**config.mk**
```make
export PLATFORM = sky130hd
export DESIGN_NAME = gate_chk_settle_timer
export DESIGN_NICKNAME = d
export VERILOG_FILES = /design/src/rtl/gate_chk_pkg.sv /design/src/rtl/gate_chk_settle_timer.sv
export SDC_FILE = /design/constraint.sdc
export NUM_CORES = 1
export LEC_CHECK = 0
export ABC_AREA = 1
export BUFFER_PORTS_ARGS = -buffer_cell sky130_fd_sc_hd__buf_4
export CORE_MARGIN = 2
export CORE_UTILIZATION = 50
export DETAILED_ROUTE_END_ITERATION = 6
export PLACE_DENSITY = 0.82
export SLEW_MARGIN = 15
export SYNTH_ARGS = -nofsm -noshare
export SYNTH_HDL_FRONTEND = slang
export SYNTH_SLANG_ARGS = --single-unit
export TNS_END_PERCENT = 1
```
**constraint.sdc**
```tcl
create_clock -name clk -period 1.5 [get_ports clk]
set_input_delay 0.225 -clock clk [delete_from_list [all_inputs] [get_ports clk]]
set_output_delay 0.225 -clock clk [all_outputs]
set_load 0.005 [all_outputs]
```
**src/rtl/gate_chk_pkg.sv**
```systemverilog
// Shared types and constants for the gate vector checker.
package gate_chk_pkg;

    localparam int unsigned NUM_VECTORS = 4;
    localparam int unsigned SETTLE_W    = 8;
    localparam int unsigned VEC_W       = 2;
    localparam int unsigned ERR_W       = 3;

    typedef enum logic [2:0] {
        IDLE,
        DRIVE,
        SETTLE,
        CHECK,
        DONE
    } chk_state_t;

endpackage

```
**src/rtl/gate_chk_settle_timer.sv**
```systemverilog
// Loadable down-counter; expired is a registered copy of (count == 0).
module gate_chk_settle_timer
    import gate_chk_pkg::*;
(
    input  logic                clk,
    input  logic                rst_n,
    input  logic                load,
    input  logic [SETTLE_W-1:0] load_val,
    output logic                expired
);

    logic [SETTLE_W-1:0] cnt;

    always_ff @(posedge clk or negedge rst_n) begin
        if (!rst_n) begin
            cnt     <= '0;
            expired <= 1'b1;
        end else if (load) begin
            cnt     <= load_val;
            expired <= (load_val == '0);
        end else if (cnt != '0) begin
            cnt     <= cnt - SETTLE_W'(1);
            expired <= (cnt == SETTLE_W'(1));
        end
    end

endmodule

```
==> flow_summary.yaml, run 1 <==
layout:
  drive_above_1_share: 0.284
  final-seq-area_um2: 226
  multi_input_area_um2: 377
  final_cell_mix: "nor2_1, nand2_1, buf_4"
  nFillCells: 115
  final_common_cell: "nor2_1"
  area_growth_pct: 21.2
  fin_nets: 124
  fin_cells: 124
  fin_util: 0.631
  diodes: 0
power:
  internal-power_uw: 445
  seq_power_share: 0.453
  p_sw_uw: 214
  sw_frac_of_total: 0.325
  power.density_mw_per_mm2: 823
  ir_worst_vdd_v: 0.000501
  power_frac_comb: 0.266
  p_leak_uw: 0.000403
  p_total_uw: 659
  p_clk_frac: 0.282
global_route:
  grt_max_degree: 14
  grt_util_all_layers: 0.212
  antenna_found_initial: 0
  grt-ovfl-total: 0
  first_global_vias: 523
  grt_pass1_wl_um: 2300
place:
  hpwl_um: 1110
  numPortBuffers: 11
  dp.cells: 118
  gp_congestion: 0.834
clocking:
  root_buffer: "clkbuf_4"
  clock_sinks: 9
  cts_htree_levels: 1
  cts_made_buffers: 3
  cts_tree: "done"
  clkTransAtPathRegs_ns: 0.06
  clkLatencyLatePin_ns: 0.26
  clockBufferDepth: 2
timing:
  holdWs_ns: 0.239
  tns_ns: 0
  fin_skew_ns: 0.00102
  setup_viol: 0
  slew_headroom: 0.827
  post-route-period-util: 0.915
  hold_viol: 0
  max_freq_mhz: 729
  worstMarginPinSlew_ns: 0.259
  slew_violations: 0
  period_needed_ns: 1.37
status:
  status: "completed"
yosys:
  synth_area_um2: 661
  synth.yosys.warnings: 0
  synth_compound_area_frac: 0.114
  yosys.area_share.simple: 0.377
  ys_seq_area_frac: 0.343
  synthesis.nets: 107
  synth.distinct_cells: 21
  synthCells: 93
  synthAdderAreaFrac: 0.0568
  synth_top_family_by_area: "simple AND/OR/NAND/NOR gates"
  synthXorXnorAreaFrac: 0.0133
  ys_seq_elements: 9
  avgSynthCellArea_um2: 7.10
  synth_mux_area_frac: 0
critical_path:
  path_cells: "inv_2, ha_2, inv_1, nor2_1, nand4_2, nand2_1, o21ai_1"
  worst-path-buf-inv: 2
  required_ns: 1.64
  critPathLaunchType: "flip-flop"
  critPathMaxStageDelay_ns: 0.42
  endpoint_kind: "flip-flop"
  worstPathMaxFanout: 7
  cp_slowest_cell: "dfrtp_1"
  critPathTopFamily: "flip-flops"
  worstPathArrival_ns: 1.51
  worst-setup-path-type: "reg2reg"
route:
  vias: 602
  drt_iter0_drc: 4
  first_pass_iters: 4
  wl_um: 1360
  vias_per_cell: 4.85
  drc: 0
  routedWlPerCell_um: 11.0
  antenna_left: 0
die:
  rows: 13
  die_y_um: 40.4
  core_area_mm2: 0.00127
  dieArea_mm2: 0.00163
  io_pins: 12
  start_util: 0.521
  die_w_um: 40.4
hold_path:
  hold_class: "in2reg"
run:
  drv_cap: 0
-- power by group through the flow --
stage | registers (µW) | logic (µW) | clock network, µW
final | 298 | 175 | 186
after global routing | 301 | 200 | 203
after CTS | 296 | 170 | 190
after detailed placement | 301 | 167 | 0
after global placement | 300 | 163 | 0
after floorplan | 294 | 118 | 0
-- area by class of cell --
type,instances,area share
tap,15,0.0234
clock buffer,4,0.0328
multi-input combinational,69,0.470
sequential,9,0.283
timing repair buffer,13,0.125
inverter,14,0.0656
-- metal layers --
| layer | track usage | routed length, µm |
|---|---|---|
| met5 | 0 | 0 |
| met4 | 0.0500 | 6 |
| met3 | 0.0500 | 41 |
| met2 | 0.337 | 651 |
| met1 | 0.289 | 664 |
-- cell families after synthesis --
family                     count (synthesis)
buffers and inverters                     15
adders and majority gates                  3
xor gates and xnor gates                   1
DFF                                        9
AOI/OAI and AO/OA                         14
and+or+nand+nor                           51
-- worst paths after layout --
check	from	endpoint	slack (ns)	cells past startpoint
min in group asynchronous	rst_n	cnt[6]	0.33	2
max in group asynchronous	rst_n	expired	0.96	2
worst min register to register	expired	expired	0.51	2
worst max-delay path	cnt[0]	cnt[1]	0.13	7
worst min-delay path	load_val[3]	cnt[3]	0.24	3
worst max register to register	cnt[0]	cnt[1]	0.13	7
-- what timing repair did --
item / in CTS / in global routing
buffers inserted: 0 / 1
endpoints found under the setup margin: 0 / 5
hold endpoints to repair: 9 / 0
gates resized for setup: 0 / 5
hold buffers: 1 / 0
-- sequential cells by signal, summed over array words and instances, names as in the netlist --
signal,flops
expired,1
cnt,8
-- cells in the mapped netlist, drive strengths merged --
cell | number | area (µm²)
nor3 | 2 | 15.0
nand3 | 7 | 45.0
nand2 | 16 | 60.1
o22ai | 1 | 6.26
inv | 14 | 52.6
ha | 3 | 37.5
dfrtp | 8 | 200
dfstp | 1 | 26.3
buf | 1 | 11.3
a21oi | 3 | 15.0
xor2 | 1 | 8.76
o21ai | 10 | 53.8
nor2 | 25 | 116
nand4 | 1 | 12.5
-- tightest hold or removal path: stages --
cell	delay [ns]
buf_4	0.08
o21ai_1	0.05
a21oi_1	0.10
-- per-stage QoR --
stage,setup WS [ns],area [µm²]
floorplan,0.254,661
global placement,0.128,751
detailed placement,0.0583,751
CTS,0.0431,787
global route,-0.00126,801
finish,0.127,801
No activity file was read; power rests on OpenSTA's default activity.
==> run 2, diff against run 1 <==
Settings changed: CORE_AREA set to 2 2 39 41, CORE_MARGIN 2 to not set, CORE_UTILIZATION 50 to not set, DIE_AREA set to 0 0 41 43, PLACE_DENSITY 0.82 to 0.81.
==> flow_summary.yaml, run 2 (synthesis results as in run 1) <==
route:
  first_pass_iters: 4
  routedWlPerCell_um: 11.1
  vias_per_cell: 5.05
  wl_um: 1390
  vias: 631
  antenna_left: 0
  drc: 0
  drt_iter0_drc: 21
power:
  p_leak_uw: 0.000402
  power.density_mw_per_mm2: 820
  ir_worst_vdd_v: 0.000536
clocking:
  clkLatencyLatePin_ns: 0.26
  clock_sinks: 9
  cts_tree: "done"
  clkTransAtPathRegs_ns: 0.06
  cts_htree_levels: 1
  clockBufferDepth: 2
  root_buffer: "clkbuf_4"
  cts_made_buffers: 3
layout:
  final_common_cell: "nor2_1"
  top_regs: "cnt: 8 flops, expired: 1 flops"
  fin_nets: 124
  largest_reg_flops: 8
  fin_util: 0.577
  area_growth_pct: 20.8
  final_cell_mix: "nor2_1, nand2_1, buf_4"
  top_register: "cnt"
  drive_above_1_share: 0.275
  fin_cells: 125
  diodes: 0
timing:
  slew_violations: 0
  hold_viol: 0
  slew_headroom: 0.816
  period_needed_ns: 1.37
  worstMarginPinSlew_ns: 0.274
  rsz0062_at_grt: "false"
  max_freq_mhz: 732
  tns_ns: 0
  setup_viol: 0
  fin_skew_ns: 0.000940
  post-route-period-util: 0.911
die:
  dieArea_mm2: 0.00176
  io_pins: 12
  start_util: 0.477
  die_w_um: 41
  core_area_mm2: 0.00138
  die_y_um: 43
  rows: 14
critical_path:
  path_depth: 7
  cp_slowest_cell: "dfrtp_1"
  critPathMaxStageDelay_ns: 0.40
  endpoint_kind: "flip-flop"
  critPathLaunchType: "flip-flop"
  path_cells: "inv_2, ha_2, inv_1, nor2_1, nand4_2, o21ai_1, a21oi_1"
  required_ns: 1.64
  worstPathMaxFanout: 7
  worst-path-buf-inv: 2
  rr_worst_depth: 7
  worstPathArrival_ns: 1.50
  worst-setup-path-type: "reg2reg"
  critPathTopFamily: "flip-flops"
global_route:
  grt_pass1_wl_um: 2360
  grt_util_all_layers: 0.206
  antenna_found_initial: 0
  grt-ovfl-total: 0
  first_global_vias: 569
  grt_max_degree: 14
place:
  numPortBuffers: 11
  hpwl_um: 1090
  gp_congestion: 0.842
  dp.cells: 119
run:
  drv_cap: 0
hold_path:
  hold_depth: 3
  hold_class: "in2reg"
status:
  status: "completed"
## run 2: cell types whose count changed in the layout (fill, tap and decap cells not counted)
cell and change:
o21ai_2 -1, o21ai_0 +1
## run 2: power breakdown
group,switching (µW),internal (µW),leakage (µW)
sequential,27.8,268,0.000101
clock,80.7,102,0.0000150
combinational,102,73.3,0.000285
total,211,444,0.000402
## run 2: worst reg2reg max path: cells and delay by family (launching register included)
family / cells / cell delay, ns
buffers and inverters: 2 / 0.14
flip-flops: 1 / 0.40
AO/OA/AOI/OAI: 2 / 0.20
AND/OR/NAND/NOR: 2 / 0.30
adder cells (fa/ha/maj): 1 / 0.20
## run 2: repair_timing
action	CTS	global route
endpoints found under the hold margin	9	0
gates resized for setup	0	3
hold buffers	1	0
buffers inserted	0	1
setup endpoints to repair	0	5
## run 2: stage by stage
step,total power (µW),instance area [µm²],worst slack [ns],hold slack (ns)
floorplan,412,661,0.254,-0.0706
global placement,461,752,0.146,0.0529
detailed placement,466,752,0.0777,0.0528
CTS,655,788,0.0551,0.226
global route,708,798,0.0224,0.245
finish,655,798,0.134,0.232
## run 2: cell type report
| class | instances | area (µm²) |
|---|---|---|
| timing repair buffer | 13 | 100 |
| clock buffer | 4 | 26.3 |
| fill | 136 | 586 |
| inverter | 14 | 52.6 |
| sequential | 9 | 226 |
| tap | 16 | 20.0 |
| multi-input combinational | 69 | 373 |
## run 2: routing by layer
layer  share of wire  GRT usage  up-vias
met5               0          0        -
met3           0.032     0.0628        5
met2            0.49      0.303       14
met1            0.45      0.264      284
li1                -          -      328
met4           0.025      0.100        0
## run 2: path summary, 6_finish.rpt
kind                       slack, ns        start      end
max                             0.13       cnt[0]   cnt[3]
min                             0.23  load_val[2]   cnt[2]
max reg2reg                     0.13       cnt[0]   cnt[3]
min reg2reg                     0.52      expired  expired
max in group asynchronous       0.97        rst_n  expired
min in group asynchronous       0.31        rst_n   cnt[1]
==> run 3, diff against run 2 <==
Settings changed: CTS_BUF_LIST set to sky130_fd_sc_hd__clkbuf_4.
==> flow_summary.yaml, run 3 (synthesis results as in run 1) <==
route:
  drt_iter0_drc: 21
  drc: 0
  antenna_left: 0
  vias: 630
  vias_per_cell: 5.04
  first_pass_iters: 4
  routedWlPerCell_um: 11.1
  wl_um: 1390
layout:
  drive_above_1_share: 0.284
  stdcell_area_um2: 802
  largest_reg_flops: 8
  fin_nets: 124
  final_common_cell: "nor2_1"
  final_cell_mix: "nor2_1, nand2_1, buf_4"
  top_register: "cnt"
  fin_cells: 125
  diodes: 0
  area_growth_pct: 21.4
  top_regs: "cnt: 8 flops, expired: 1 flops"
  fin_util: 0.580
global_route:
  antenna_found_initial: 0
  grt_max_degree: 14
  grt_pass1_wl_um: 2360
  grt-ovfl-total: 0
  first_global_vias: 569
  grt_util_all_layers: 0.206
die:
  start_util: 0.477
  core_area_mm2: 0.00138
  die_w_um: 41
  dieArea_mm2: 0.00176
  io_pins: 12
  rows: 14
  die_y_um: 43
timing:
  fin_skew_ns: 0.000264
  period_needed_ns: 1.37
  worstMarginPinSlew_ns: 0.274
  slew_headroom: 0.816
  slew_violations: 0
  setup_viol: 0
  max_freq_mhz: 731
  post-route-period-util: 0.912
  holdWs_ns: 0.231
  hold_viol: 0
  tns_ns: 0
  rsz0062_at_grt: "false"
place:
  gp_congestion: 0.842
  numPortBuffers: 11
  place_area_um2: 752
  hpwl_um: 1090
  dp.cells: 119
clocking:
  clock_sinks: 9
  root_buffer: "clkbuf_4"
  clockBufferDepth: 2
  cts_made_buffers: 3
  cts_tree: "done"
  cts_htree_levels: 1
  clkLatencyLatePin_ns: 0.26
  clkTransAtPathRegs_ns: 0.06
critical_path:
  crit_end: "cnt[3]"
  startpoint: "cnt[0]"
  rr_worst_depth: 7
  r2r_end: "cnt[3]"
  critPathLaunchType: "flip-flop"
  path_cells: "inv_2, ha_2, inv_1, nor2_1, nand4_2, o21ai_1, a21oi_1"
  required_ns: 1.64
  reg2reg_from: "cnt[0]"
  worst-path-buf-inv: 2
  critPathTopFamily: "flip-flops"
  critPathMaxStageDelay_ns: 0.40
  cp_slowest_cell: "dfrtp_1"
  endpoint_kind: "flip-flop"
  worstPathMaxFanout: 7
  path_depth: 7
  rrSetupSlack_ns: 0.13
  worst-setup-path-type: "reg2reg"
  worstPathArrival_ns: 1.50
hold_path:
  hold_class: "in2reg"
status:
  status: "completed"
power:
  power.density_mw_per_mm2: 840
  p_leak_uw: 0.000405
  ir_worst_vdd_v: 0.000536
run:
  drv_cap: 0
run 3: through the flow:
step                setup WS (ns)  total power [µW]
detailed placement         0.0777               466
finish                      0.133               674
floorplan                   0.254               412
global route               0.0224               726
CTS                        0.0551               674
global placement            0.146               461
run 3: worst min-delay path by stage:
| stage | start | to | slack, ns | cells after the start |
|---|---|---|---|---|
| 6_report | load_val[2] | cnt[2] | 0.23 | 3 |
| 2_1_floorplan | rst_n | cnt[0] | -0.07 | 0 |
| 3_3_place_gp | rst_n | cnt[0] | 0.05 | 1 |
| 5_1_grt | load_val[2] | cnt[2] | 0.25 | 3 |
| 3_5_place_dp | rst_n | cnt[1] | 0.05 | 1 |
| 4_1_cts | load_val[2] | cnt[2] | 0.23 | 3 |
run 3: area by class of cell:
class	count	area (µm²)
fillers	134	582
repair buffers	13	100
flip-flops and latches	9	226
inverters	14	52.6
clock buffers	4	30.0
multi-input cells	69	373
well taps	16	20.0
run 3: worst register-to-register path, cell delays in order (launching register included):
cell and delay [ns]:
dfrtp_1 0.40, inv_2 0.10, ha_2 0.20, inv_1 0.04
nor2_1 0.11, nand4_2 0.19, o21ai_1 0.15, a21oi_1 0.05
run 3: what timing repair did:
action / in CTS / in global routing
buffers inserted: 0 / 1
resized for setup: 0 / 3
setup endpoints to repair: 0 / 5
hold buffers: 1 / 0
hold endpoints to repair: 9 / 0
run 3: routing by layer:
layer  vias to the layer above  GRT usage  routed length [µm]
met5                         -          0                   0
met4                         0      0.100                  34
met3                         6     0.0628                  44
met2                        12      0.303                 686
met1                       284      0.264                 620
li1                        328          -                   -
run 3: power breakdown:
part,internal (µW),leakage (µW),switching [µW]
clock,120,0.0000184,81.7
sequential,268,0.000101,27.7
combinational,73.3,0.000285,102
